**config.mk**
```make
export PLATFORM = sky130hd
export DESIGN_NAME = uart_rx
export DESIGN_NICKNAME = d
export VERILOG_FILES = /design/src/rtl/uart_rx.sv
export SDC_FILE = /design/constraint.sdc
export NUM_CORES = 1
export LEC_CHECK = 0
export CAP_MARGIN = 10
export CORE_MARGIN = 10
export CORE_UTILIZATION = 45
export DETAILED_ROUTE_END_ITERATION = 10
export PLACE_DENSITY = 0.69
export SLEW_MARGIN = 10
export SYNTH_ARGS = -nofsm -noshare
export SYNTH_HDL_FRONTEND = slang
export SYNTH_SLANG_ARGS = --single-unit
```
**constraint.sdc**
```tcl
create_clock -name clki -period 2.27 [get_ports clki]
set_input_delay 0.227 -clock clki [delete_from_list [all_inputs] [get_ports clki]]
set_output_delay 0.227 -clock clki [all_outputs]
set_load 0.005 [all_outputs]
```
**src/rtl/uart_rx.sv**
```systemverilog
// 8N1 UART receiver: 2-flop synchroniser, 16x oversampling, 3-sample majority vote per bit.
// Holds the received byte until acknowledged; flags overrun (sticky) and framing errors (pulse).
module uart_rx #(
    parameter int unsigned CLK_HZ = 24000000,
    parameter int unsigned BAUD   = 115200,
    parameter int unsigned OSR    = 16
) (
    input  logic       clki,
    input  logic       rstn,
    input  logic       rx,
    input  logic       ack,
    output logic [7:0] data,
    output logic       valid,
    output logic       overrun,
    output logic       frame_err,
    output logic       busy
);

    localparam int unsigned DIV = CLK_HZ / (BAUD * OSR);
    localparam int unsigned PW  = (DIV > 1) ? $clog2(DIV) : 1;

    typedef enum logic [1:0] {IDLE, START, DATA, STOP} state_t;

    state_t        state;
    logic          rx_m;
    logic          rxs;
    logic [PW-1:0] psc;
    logic          tick;
    logic [3:0]    tc;
    logic [3:0]    tc_nxt;
    logic [2:0]    bidx;
    logic [1:0]    smp;
    logic          vote;
    logic          armed;
    logic [7:0]    sh;

    // Two-flop synchroniser for the asynchronous line, idle-high after reset
    always_ff @(posedge clki or negedge rstn) begin
        if (!rstn) begin
            rx_m <= 1'b1;
            rxs  <= 1'b1;
        end else begin
            rx_m <= rx;
            rxs  <= rx_m;
        end
    end

    // tc_nxt is the tick index being entered; samples at 7,8 plus live rxs at 9
    assign tick   = (psc == PW'(DIV - 1));
    assign tc_nxt = tc + 4'd1;
    assign vote   = (smp[0] & smp[1]) | (smp[0] & rxs) | (smp[1] & rxs);

    always_ff @(posedge clki or negedge rstn) begin
        if (!rstn) begin
            state     <= IDLE;
            psc       <= '0;
            tc        <= 4'd0;
            bidx      <= 3'd0;
            smp       <= 2'b00;
            armed     <= 1'b0;
            sh        <= 8'h00;
            data      <= 8'h00;
            valid     <= 1'b0;
            overrun   <= 1'b0;
            frame_err <= 1'b0;
            busy      <= 1'b0;
        end else begin
            frame_err <= 1'b0;
            if (ack) valid <= 1'b0;
            psc <= tick ? '0 : psc + 1'b1;

            case (state)
                IDLE: begin
                    if (rxs) begin
                        armed <= 1'b1;
                    end else if (armed) begin
                        // Phase-align bit timing to the detected start edge
                        state <= START;
                        busy  <= 1'b1;
                        tc    <= 4'd0;
                        psc   <= '0;
                        armed <= 1'b0;
                    end
                end
                default: begin
                    if (tick) begin
                        tc <= tc_nxt;
                        if (tc_nxt == 4'd7) smp[0] <= rxs;
                        if (tc_nxt == 4'd8) smp[1] <= rxs;
                        case (state)
                            START: begin
                                if (tc_nxt == 4'd9 && vote) begin
                                    state <= IDLE;
                                    busy  <= 1'b0;
                                end else if (tc_nxt == 4'd0) begin
                                    state <= DATA;
                                    bidx  <= 3'd0;
                                end
                            end
                            DATA: begin
                                if (tc_nxt == 4'd9) sh <= {vote, sh[7:1]};
                                if (tc_nxt == 4'd0) begin
                                    if (bidx == 3'd7) state <= STOP;
                                    else bidx <= bidx + 3'd1;
                                end
                            end
                            STOP: begin
                                if (tc_nxt == 4'd9) begin
                                    state <= IDLE;
                                    busy  <= 1'b0;
                                    if (vote) begin
                                        // A completion overrides a coincident ack
                                        data  <= sh;
                                        valid <= 1'b1;
                                        if (valid && !ack) overrun <= 1'b1;
                                    end else begin
                                        frame_err <= 1'b1;
                                    end
                                end
                            end
                            default: ;
                        endcase
                    end
                end
            endcase
        end
    end

endmodule

```
* Word level (Yosys, flattened, before mapping)
Index checks and enable logic that the tools add are counted.
W data, S select, Z words.
** Storage, ports and cells
- Register bits after elaboration :: 38
- Bits in latches :: 0
- Bits in writable memories :: 0
- ROM bits :: 0
- Input port bits :: 4
- Output and inout bits :: 12
- Logic and storage cells :: 103
- Memories :: 0
** Cells by class
- Add/subtract/negate cells :: 3
- $mul :: 0
- Div/mod/pow operators :: 0
- Order comparisons :: 0
- Equality and inequality tests :: 19
- Shifts and indexed selects :: 0
- Muxes and demuxes :: 42
- Bitwise operators :: 6
- Reductions and logical operators :: 18
** Operators with widths (count)
- $mux W4 :: 8
- $mux W1 :: 18
- $mux W2 :: 9
- $eq A4 B4 Y1 const B :: 3
- $mux W3 :: 4
- $ne A2 B2 Y1 const B :: 6
- $reduce_and A6 Y1 :: 2
- $ne A3 B3 Y1 const B :: 3
- $reduce_and A3 Y1 :: 3
- $add A4 B1 Y4 const B :: 2
- $reduce_and A8 Y1 :: 1
- $reduce_and A7 Y1 :: 1
- $pmux W2 S3 :: 1
- $pmux W3 S2 :: 1
- $reduce_and A5 Y1 :: 1
- $eq A2 B2 Y1 const B :: 2
- $eq A4 B3 Y1 const B :: 1
- $logic_not A4 Y1 :: 1
- $ne A4 B4 Y1 const B :: 1
- $reduce_and A4 Y1 :: 1
- $reduce_bool A2 Y1 :: 2
- $reduce_bool A4 Y1 :: 1
- $add A3 B1 Y3 const B :: 1
- $and A1 B1 Y1 :: 3
- 10 further kinds :: 12

* Longest topological paths before layout
- Word-level depth :: 8
- Gate-level depth with buffers :: 9
- Depth with buffers taken out :: 7

* Least setup slack after synthesis
Ideal clock, no wire load.
- Kind :: reg2reg
- From :: reg state[0]
- To :: reg data[0]
- Library setup time :: 0.125 ns
- Arrival :: 1.882 ns
- Required time :: 2.145 ns
- Path slack :: 0.263 ns
- Cell stages (with the launch flop) :: 10
- Path buffers :: 3
- Period minus slack after synthesis :: 2.007 ns
- Path through :: dfrtp_1 inv_1 ha_1 buf_6 and4b_1 buf_2 nand2_1 nor3b_2 buf_6 mux2_4
** Between the ends
- Cells in the longest elaborated chain, start to end :: 3
- Elaborated cells between the ends (all ways) :: 4
- Those cells by class :: 1 x eq/ne; 1 x bitwise; 2 x reduce/logical
** RTL lines
- start, declared :: RTL line 24 : state_t state;
- start signal, assigned :: RTL line 55 : state <= IDLE;
- start signal, assigned :: RTL line 78 : state <= START;
- start signal, assigned :: RTL line 93 : state <= IDLE;
- $logic_not A2 Y1 :: RTL line 72 : case (state)
- $not A1 Y1 (no source line)
- $reduce_and A5 Y1 (no source line) *
- end signal, assigned :: RTL line 113 : data <= sh;
- end, declared :: RTL line 12 : output logic [7:0] data,
Every way passes the cells marked *; elsewhere a longest branch is shown, timed or not.
A chain may end at the register's enable or synchronous reset.

* Worst setup path after layout
- From :: reg state[0]
- To :: reg data[5]
The elaborated chain is that of the path after synthesis.

==> results <==
- The routability congestion estimate is 0.904.
- The effective utilization at floorplan is 46.5%.
- The number of search-and-repair iterations in the first detailed-routing pass is 4.
- The main flop type after synthesis is sky130_fd_sc_hd__dfrtp_1.
- Synthesis inferred 38 register bits.
- In this run the critical register-to-register path is captured at data[5].
- The count of buffers from port buffering is 15.
- The clock tree from TritonCTS is yes.
- The die boundary width is about 87 µm.
- The number of violations reported at the end of detailed-routing iteration 0 is 44.
- The internal portion of the total power is roughly 0.0013 W.
- The fraction of power consumed by the clock network is 29.4%.
- In the synthesized netlist, mux cells make up 15.7% of the area.
- The share of the Yosys chip area taken by registers is 46.8%.
- The via density per instance is 5.37.
- The startpoint identified for the worst register-to-register timing path is state[0].
- For the worst flop-to-flop path, the logic depth is 7.
- The areal power density over the cells is 803 nW/µm².
- The average footprint of a synthesized cell is between 10 and 15 µm².
- Net switching is between 30% and 40% of the power.
- The number of flops mapped to enable cells by yosys is 0.
- The overall die area is 7620 µm².
- In this run the core area contains 24 standard-cell rows.
- The largest incremental delay on the critical path is 0.44 ns.
- The number of different library cells used by synthesis comes to 50.
- The critical-path cell with the highest stage delay is sky130_fd_sc_hd__dfrtp_1.
- The synthesized netlist devotes 9.70% of its cell area to compound gates.
- The data required time at the worst endpoint is 2.44 ns.
- The fmax is 483 MHz.
- The final-report setup violation count is 0.
- The share of the clock period used by the worst path after layout is between 90% and 100%.
- For the finished layout, the period the worst path requires is 2.07 ns.
- Of the total synthesized cell area, the portion taken by XOR and XNOR cells is 0.859%.
- The post-synthesis simple-gate area fraction is between 10 and 15%.
- The number of cells on the critical path is 7.
- The gate count of the mapped netlist is 164.
- The register-to-register path setup slack is around 0.20 ns.
- The count of hold buffers inserted by post-cts repair is 0.
- The adder-cell area share of the yosys netlist is 7.86%.
- The global-route wire length before repair is 6110 µm.
- Final hold analysis gives a worst-case slack of approximately 0.044 ns.
- Between clock sinks in the finished design, the worst skew comes to 0.00323 ns.
- Clock-pin slew was measured on the worst setup and hold paths at roughly 0.070 ns.
- The total core area is 4380 µm².
- The signal on the critical path passes through inv_1 > ha_1 > and4b_1 > nand2_1 > nor3b_2 > buf_4 > mux2_4.
- 0 antenna diodes ended up in the layout.
- The count of pins on the block boundary is 16.
- In the routed design, unresolved DRC markers number 0.
- Entering global routing, the biggest net connects 39 pins.
- The buffer and inverter count on the worst path is 2.
- The final route contains 1,267 vias.
- The synthesized netlist occupies a cell area of 2040 µm².
- Setup repair after global routing left no endpoint under its margin.
- The share of total power in combinational logic is 24.2%.
- The top cell family by delay on the critical path is simple AND/OR/NAND/NOR gates.
- The post-layout net count is 199.
- The fraction of synthesis flops using an asynchronous set or reset pin is 100%.
- Of the total power, registers draw 46.4%.
- STA classifies the critical path endpoint as a flop.
- From synthesis to final layout, the design area changed by 13.9%.
- The initial antenna violation count is 0.
- For the pin with the worst max-slew slack, the measured transition is 0.830 ns.
- STA classifies the critical path startpoint as a flop.
- The number of global-route vias before repair is 1,264.
- The flow ran to the end, and the final reports show no timing, DRC or antenna violations.
- The combinational family with the most area after synthesis is multiplexers.
- The largest vdd supply drop is 0.762 mV.
- Detailed placement ended at an HPWL of 2690 µm.
- The leakage power is 1.08 nW.
- The switching power summed over all nets is 0.000577 W.
- The total routed wirelength is 3610 µm.
- The max-capacitance violation count is 0.
- The tightest min-delay check is of the input pin to asynchronous set/reset pin type.
- In this run the post-CTS setup repair buffer count came out at 0.
- The worst-case headroom to the max-slew limit is roughly 45%.
- The die is 87.3 µm tall.
- The setup path with the least slack is of type flop to flop.
- Summed over all layers, the global routing overflow is 0.
- The setup TNS after final layout is 0 ns.
- Counting every sink on the clock net gives 38.
- The H-tree depth reported by CTS is 2.
- For this run, the number of Yosys warnings is 0.
- The number of fillers in the final layout is 381.
- The worst endpoint data arrival time is 2.24 ns.
- Clock tree synthesis inserted a total of 5 buffers.
- The net count of the mapped netlist is between 150 and 200.
- Of all nets on the critical path, the largest fanout is 10.
- The buffer depth of the longest clock path is 2.
- In the final layout, the share of cells above drive strength 1 is 24.5%.
- The number of max-slew violations in the final report is 0.
- The total global routing track utilization is 9.79%.
- The insertion delay of the later-clocked pin in the worst-skew pair is 0.28 ns.
- In the final routed layout, each cell accounts on average for 15.3 µm.
- The number of routed nets with antenna violations is 0.
- The number of gates given a new drive strength after cts is 0.
- The number of hold violations in the final report is 0.
- The buffer type at the clock tree root is sky130_fd_sc_hd__clkbuf_8.
-- power groups by stage --
| stage | sequential, W | clock (W) | combinational, W |
|---|---|---|---|
| 2_1_floorplan | 0.000845 | 0 | 0.000335 |
| 3_3_place_gp | 0.000862 | 0 | 0.000419 |
| 3_5_place_dp | 0.000872 | 0 | 0.000448 |
| 5_1_grt | 0.000877 | 0.000592 | 0.000511 |
| 6_report | 0.000866 | 0.000548 | 0.000451 |
| 4_1_cts | 0.000859 | 0.000566 | 0.000453 |
-- logic make-up (layout without fill, tap and decap cells) --
| family | Yosys count | in the layout |
|---|---|---|
| buffers and inverters | 18 | 38 |
| muxes | 23 | 23 |
| DFF | 38 | 38 |
| xor gates and xnor gates | 2 | 2 |
| and+or+nand+nor | 46 | 46 |
| AOI/OAI and AO/OA | 24 | 24 |
| adders and majority gates | 13 | 13 |
-- synthesized netlist by cell type (4+ instances only) --
cell,instances,area [µm²]
sky130_fd_sc_hd__dfrtp_1,36,901
sky130_fd_sc_hd__mux2_4,17,255
sky130_fd_sc_hd__ha_1,12,150
sky130_fd_sc_hd__nand2_1,11,41.3
sky130_fd_sc_hd__inv_1,10,37.5
sky130_fd_sc_hd__o21ai_0,5,25.0
sky130_fd_sc_hd__buf_6,4,45.0
sky130_fd_sc_hd__nor2b_1,4,25.0
sky130_fd_sc_hd__nor3_1,4,20.0
-- worst reg2reg max path, stage by stage, from the launching register on --
cell	delay, ns
sky130_fd_sc_hd__dfrtp_1	0.44
sky130_fd_sc_hd__inv_1	0.11
sky130_fd_sc_hd__ha_1	0.26
sky130_fd_sc_hd__and4b_1	0.34
sky130_fd_sc_hd__nand2_1	0.10
sky130_fd_sc_hd__nor3b_2	0.18
sky130_fd_sc_hd__buf_4	0.22
sky130_fd_sc_hd__mux2_4	0.32
-- cells in the final DEF (no fill, tap or decap), types with 3 or more instances in the layout --
cell type and n:
sky130_fd_sc_hd__nor3_1 4, sky130_fd_sc_hd__nor2b_1 4, sky130_fd_sc_hd__inv_1 10, sky130_fd_sc_hd__nand3b_1 3
sky130_fd_sc_hd__clkbuf_8 5, sky130_fd_sc_hd__o21ai_0 5, sky130_fd_sc_hd__mux2_4 17, sky130_fd_sc_hd__a21o_1 3
sky130_fd_sc_hd__nand2_1 11, sky130_fd_sc_hd__mux2i_1 3, sky130_fd_sc_hd__clkdlybuf4s50_1 14, sky130_fd_sc_hd__nand3_1 3
sky130_fd_sc_hd__a21oi_1 3, sky130_fd_sc_hd__nor2_1 3, sky130_fd_sc_hd__buf_4 4, sky130_fd_sc_hd__ha_1 12
sky130_fd_sc_hd__dfrtp_1 36
-- registers in the layout, indices dropped and copies added (netlist names) --
name	cells
busy	1
data	8
overrun	1
rxs	1
bidx	3
armed	1
rx_m	1
psc	4
state	2
valid	1
sh	8
tc	4
smp	2
frame_err	1
-- layout make-up --
class / count / area (µm²) / share of cell area, %
clock buffers: 7 / 76.3 / 3.29
clock inverters: 1 / 30.0 / 1.29
inverters: 11 / 41.3 / 1.78
multi-input cells: 108 / 981 / 42.2
flip-flops and latches: 38 / 953 / 41.1
well taps: 52 / 65.1 / 2.80
repair buffers: 19 / 175 / 7.54
-- routing by layer --
metal	up-vias	track usage [%]	share of wire [%]	routed length, µm
met5	-	0	0	0
met4	0	2.32	0.83	30
met3	4	3.37	6.1	222
met2	28	16.1	47	1680
met1	615	11.9	46	1680
li1	620	-	-	-
-- how the worst max path moves through the flow --
| stage | from | to | slack (ns) |
|---|---|---|---|
| final | state[0] | data[5] | 0.20 |
| after global routing | state[0] | data[0] | 0.08 |
| after CTS | state[0] | data[5] | 0.20 |
| after detailed placement | state[0] | data[5] | 0.21 |
| after global placement | state[0] | data[0] | 0.28 |
| after floorplan | state[0] | data[0] | 0.26 |
-- through the flow --
stage	instance area [µm²]	setup WS (ns)	util [%]	total power, W	cells
global route	2320	0.0762	53.0	0.00198	236
detailed placement	2220	0.211	50.5	0.00132	228
global placement	2220	0.276	50.5	0.00128	228
finish	2320	0.197	53.0	0.00186	236
CTS	2320	0.201	53.0	0.00188	236
floorplan	2040	0.263	-	0.00118	164
(Power assumes the default switching activity.)
